**src/rtl/blink_pattern_ctrl.sv**
```systemverilog
// blink_pattern_ctrl: prescaled LED pattern sequencer (count, scan, blink, hold)
module blink_pattern_ctrl #(
  parameter int CLK_DIV = 25000000,
  parameter int DIV_W = 25,
  parameter int WIDTH = 8
) (
  input  logic             clk,
  input  logic             rst,
  input  logic             ena,
  input  logic [1:0]       mode,
  input  logic [1:0]       speed,
  input  logic             run,
  input  logic             step,
  output logic [WIDTH-1:0] led,
  output logic             tick
);
  typedef enum logic [1:0] {COUNT, SCAN, BLINK, HOLD} mode_t;
  typedef enum logic {LEFT, RIGHT} dir_t;
  mode_t            mode_q;
  dir_t             dir, dir_nxt;
  logic             step_q, chg, due;
  logic [DIV_W-1:0] div_cnt;
  logic [DIV_W:0]   lim_s, lim;
  logic [WIDTH-1:0] scan_nxt, step_led, init_led;
  always_comb begin
    lim_s = (DIV_W+1)'(CLK_DIV) >> speed;
    lim = lim_s | (DIV_W+1)'(lim_s == '0);
    chg = mode != mode_q;
    due = run ? ({1'b0, div_cnt} >= lim - 1'b1) : (step & ~step_q);
    scan_nxt = dir == LEFT ? led << 1 : led >> 1;
    dir_nxt = dir == LEFT ? (scan_nxt[WIDTH-1] ? RIGHT : LEFT) : (scan_nxt == WIDTH'(1) ? LEFT : RIGHT);
    step_led = mode_q == COUNT ? led + 1'b1 : mode_q == SCAN ? scan_nxt : mode_q == BLINK ? ~led : led;
    init_led = (mode == COUNT || mode == BLINK) ? '0 : mode == SCAN ? WIDTH'(1) : led;
  end
  always_ff @(posedge clk)
    if (rst) begin
      led <= '0;
      tick <= 1'b0;
      div_cnt <= '0;
      dir <= LEFT;
      mode_q <= COUNT;
      step_q <= 1'b0;
    end else if (!ena) begin
      tick <= 1'b0;
    end else begin
      mode_q <= mode_t'(mode);
      step_q <= step;
      tick <= due & ~chg;
      div_cnt <= (chg || !run || due) ? '0 : div_cnt + 1'b1;
      if (chg) begin
        led <= init_led;
        if (mode == SCAN) dir <= LEFT;
      end else if (due) begin
        led <= step_led;
        if (mode_q == SCAN) dir <= dir_nxt;
      end
    end
endmodule

```
**config.mk**
```make
export PLATFORM = sky130hd
export DESIGN_NAME = blink_pattern_ctrl
export DESIGN_NICKNAME = d
export VERILOG_FILES = /design/src/rtl/blink_pattern_ctrl.sv
export SDC_FILE = /design/constraint.sdc
export NUM_CORES = 1
export LEC_CHECK = 0
export CAP_MARGIN = 0
export CORE_AREA = 2 2 76 78
export CTS_BUF_LIST = sky130_fd_sc_hd__clkbuf_4
export CTS_CLUSTER_SIZE = 40
export DETAILED_ROUTE_END_ITERATION = 7
export DIE_AREA = 0 0 78 80
export PLACE_DENSITY = 0.68
export SYNTH_ARGS = -nofsm -noshare
export SYNTH_HDL_FRONTEND = slang
export SYNTH_SLANG_ARGS = --single-unit
```
**constraint.sdc**
```tcl
create_clock -name clk -period 2.9 [get_ports clk]
set_input_delay 0.29 -clock clk [delete_from_list [all_inputs] [get_ports clk]]
set_output_delay 0.29 -clock clk [all_outputs]
set_load 0.05 [all_outputs]
```
==> impl_metrics.env <==
export IMPL_cts_made_buffers=5
export IMPL_min_period_ns=2.54
export IMPL_worst_endpoint_required_ns=3.14
export IMPL_worst_setup_path_start_kind="input pin"
export IMPL_layout_filler_cells=523
export IMPL_post_route_cells_drive_above_1_share_pct=13.2
export IMPL_yosys_cell_types_count=50
export IMPL_global_route_usage_met3_pct=3.73
export IMPL_hpwlAfterDp_mm=4.38
export IMPL_finish_instance_area_um2=3100
export IMPL_synth_simple_area_share_pct=25.0
export IMPL_route_detailed_drc=0
export IMPL_worst_r2r_setup_slack_ns=0.41
export IMPL_grt_util_met2_pct=28.8
export IMPL_synth_compound_area_share_pct=16.4
export IMPL_design_die_area_um2=6240
export IMPL_p_per_area_nw_per_um2=329
export IMPL_via_count_of_the_first_global_routing_pass=2043
export IMPL_worst_r2r_startpoint="div_cnt[5]"
export IMPL_place_congestion=0.920
export IMPL_die_w_um=78
export IMPL_vias=2365
export IMPL_maximum_number_of_pins_on_one_net_before_global_route_repair=22
export IMPL_critical_path_startpoint="speed[0]"
export IMPL_drt_wirelength_per_cell_um=13.3
export IMPL_register_bit_count_reported_by_yosys=38
export IMPL_cts_tree="done"
export IMPL_fmax_ghz=0.394
export IMPL_cts_htree_levels=2
export IMPL_worst_setup_path_endpoint="led[7]"
export IMPL_ys_top_cells_by_area="sky130_fd_sc_hd__dfxtp_1, sky130_fd_sc_hd__ha_1, sky130_fd_sc_hd__nor2_1"
export IMPL_placed_cell_area_um2=3010
export IMPL_yosys_area_top_type_share_pct=29.1
export IMPL_synth_cell_area_um2=2610
export IMPL_rows=27
export IMPL_tightestPinTransition_ns=0.568
export IMPL_synth_largest_area_cell="sky130_fd_sc_hd__dfxtp_1"
export IMPL_boundaryPins=18
export IMPL_synthAdderAreaFrac_pct=11.9
export IMPL_areaGrowthSynthToFinish_pct=18.6
export IMPL_vias_per_cell=5.44
export IMPL_skew_ns=0.0164
export IMPL_worstPathCellList="dlymetal6s2s_1, inv_1, nand2_1, inv_1, ha_1, ha_1, a211oi_1, o21ai_0, a2111oi_1, o21ai_1, a21oi_2, buf_6, a211oi_1, o221a_2"
export IMPL_holdBufCountCts=0
export IMPL_r2r_end="led[7]"
export IMPL_timing_max_transition_violations_final=0
export IMPL_timing_setup_tns_ns=0
export IMPL_slew_limit_headroom_pct=62.1
export IMPL_route_antenna_remaining_nets=0
export IMPL_start_util_pct=48.3
export IMPL_synth_enable_flop_cells=0
export IMPL_wire_length_of_the_first_global_routing_pass_mm=9.59
export IMPL_layout_cells_most_common="sky130_fd_sc_hd__nor2_1"
export IMPL_worst_path_max_fanout=8
export IMPL_holdCritPathClass="flip-flop to flip-flop"
export IMPL_finish_stage_setup_viols=0
export IMPL_root_buffer="sky130_fd_sc_hd__clkbuf_4"
export IMPL_grt_overflow_total=0
export IMPL_critPathCaptureType="flip-flop"
export IMPL_portBuffers=17
export IMPL_worst_ir_drop_vdd_mv=0.226
export IMPL_main_combinational_cell_family_by_area_after_synthesis="simple AND/OR/NAND/NOR gates"
export IMPL_numnets_final=395
export IMPL_cpMaxStageDelayCell="sky130_fd_sc_hd__a2111oi_1"
export IMPL_data_arrival_time_of_the_critical_path_ns=2.78
export IMPL_worstSkewPairLatency_ns=0.35
export IMPL_worst_path_stages=14
export IMPL_grt_met1_usage_pct=28.0
export IMPL_cp_slowest_stage_delay_ns=0.40
export IMPL_layout_worst_path_cycle_share_pct=87.6
export IMPL_max_cap_violations=0
export IMPL_first_iter_violations=153
export IMPL_yosysWarningCount=0
export IMPL_clk_pin_slew_worst_paths_ns=0.12
export IMPL_leakage_nw=1.31
export IMPL_dr_pass1_iters=4
export IMPL_grt_antenna_before_repair=0
export IMPL_synthXorXnorAreaFrac_pct=8.72
export IMPL_postLayoutCoreUtil_pct=57.3
export IMPL_ys_flop_type="sky130_fd_sc_hd__dfxtp_1"
export IMPL_die_height_um=80
export IMPL_share_of_synthesized_flip_flops_with_an_asynchronous_set_or_reset_pct=0
export IMPL_grt_total_usage_pct=19.1
export IMPL_worstRegToRegCells=9
export IMPL_gr_max_usage_layer="met2"
export IMPL_fp_coreArea_um2=5410
export IMPL_cts_sinks=38
export IMPL_routed_wirelength_mm=5.77
export IMPL_timing_critical_path_max_delay_family="compound AO/OA/AOI/OAI gates"
export IMPL_final_hold_violation_count=0
export IMPL_critical_path_buf_inv_count=4
export IMPL_outcome="completed"
export IMPL_max_clock_path_buffers=2
export IMPL_synth_area_mux_share_pct=3.83
export IMPL_crit_type="input pin to flip-flop"
export IMPL_yosysSeqAreaShare_pct=29.1
export IMPL_layout_cells_most_common_list="sky130_fd_sc_hd__nor2_1, sky130_fd_sc_hd__dfxtp_1, sky130_fd_sc_hd__nand3_1"
export IMPL_grt_setup_unrepaired="no"
export IMPL_synth_area_per_cell_um2=8.01
export IMPL_synthesis_instances=326
export IMPL_num_antenna_cells=0
==> tightest hold or removal path, delay by kind of cell (launching register included) <==
kind               cells  cell delay (ns)
and+or+nand+nor        1             0.07
DFF                    1             0.35
AOI/OAI and AO/OA      1             0.06
==> where the power goes <==
part / switching, mW / internal (mW) / total, mW
Combinational: 0.110 / 0.0826 / 0.192
Clock: 0.181 / 0.105 / 0.285
Sequential: 0.0117 / 0.529 / 0.541
Total: 0.302 / 0.717 / 1.02
==> metrics by stage <==
stage | cells | total power [mW] | setup slack (ns) | hold WS (ns)
2_1_floorplan | 327 | 0.671 | 0.261 | 0.437
3_3_place_gp | 426 | 0.736 | -0.252 | 0.470
3_5_place_dp | 426 | 0.739 | -0.355 | 0.490
4_1_cts | 435 | 1.03 | 0.00366 | 0.508
5_1_grt | 435 | 1.07 | 0.171 | 0.534
6_report | 435 | 1.02 | 0.360 | 0.507
==> worst min path at each step <==
| stage | startpoint | to | slack (ns) | cells after the start |
|---|---|---|---|---|
| 5_1_grt | div_cnt[1] | div_cnt[1] | 0.53 | 2 |
| 3_5_place_dp | div_cnt[1] | div_cnt[1] | 0.49 | 2 |
| 6_report | div_cnt[1] | div_cnt[1] | 0.51 | 2 |
| 4_1_cts | div_cnt[1] | div_cnt[1] | 0.51 | 2 |
| 3_3_place_gp | div_cnt[1] | div_cnt[1] | 0.47 | 2 |
| 2_1_floorplan | step | step_q | 0.44 | 2 |
==> sequential cells by signal, indices dropped and copies added, names as in the netlist <==
| signal | count |
|---|---|
| led | 8 |
| div_cnt | 25 |
| mode_q | 2 |
| dir | 1 |
| step_q | 1 |
| tick | 1 |
==> Yosys cell counts (3+ instances only) <==
cell type and number:
sky130_fd_sc_hd__and2_1 3, sky130_fd_sc_hd__and3_1 10, sky130_fd_sc_hd__nor2b_1 5, sky130_fd_sc_hd__ha_1 24, sky130_fd_sc_hd__nand4_1 6, sky130_fd_sc_hd__a211oi_1 4
sky130_fd_sc_hd__a21oi_1 15, sky130_fd_sc_hd__xor2_1 17, sky130_fd_sc_hd__buf_2 3, sky130_fd_sc_hd__nand2_1 23, sky130_fd_sc_hd__inv_1 15, sky130_fd_sc_hd__nor3_1 5
sky130_fd_sc_hd__nand3_1 26, sky130_fd_sc_hd__mux2i_1 10, sky130_fd_sc_hd__a31o_2 6, sky130_fd_sc_hd__nor2_1 40, sky130_fd_sc_hd__clkbuf_1 9, sky130_fd_sc_hd__o22ai_1 5
sky130_fd_sc_hd__o21ai_0 11, sky130_fd_sc_hd__dfxtp_1 38, sky130_fd_sc_hd__xnor2_1 9, sky130_fd_sc_hd__nor4_1 5
==> routing by layer <==
layer  wire length (µm)  part of all wire [%]  up-vias
met3                195                   3.4        7
met5                  0                     0        -
li1                   -                     -     1234
met2               2420                    42       42
met4                 59                   1.0        0
met1               3100                    54     1082
==> cell families after synthesis <==
family / after synthesis
simple gates: 134
fa+ha+maj: 25
mux: 10
other cells: 1
compound gates: 62
xor+xnor: 26
buf+inv: 30
flops: 38
==> what timing repair did <==
item | in CTS | in global routing
setup buffers | 1 | 0
pin swaps | 1 | 3
setup endpoints to repair | 1 | 32
gates resized for setup | 1 | 8
==> area by class of cell <==
| cell class | count | area (µm²) | share of cell area, % |
|---|---|---|---|
| Clock buffer | 6 | 45.0 | 1.45 |
| Multi-Input combinational cell | 259 | 1750 | 56.4 |
| Sequential cell | 38 | 761 | 24.5 |
| Timing Repair Buffer | 43 | 387 | 12.5 |
| Inverter | 15 | 56.3 | 1.82 |
| Tap cell | 72 | 90.1 | 2.91 |
| Clock inverter | 2 | 13.8 | 0.444 |
Note: power is estimated with default switching activity, not from simulation.
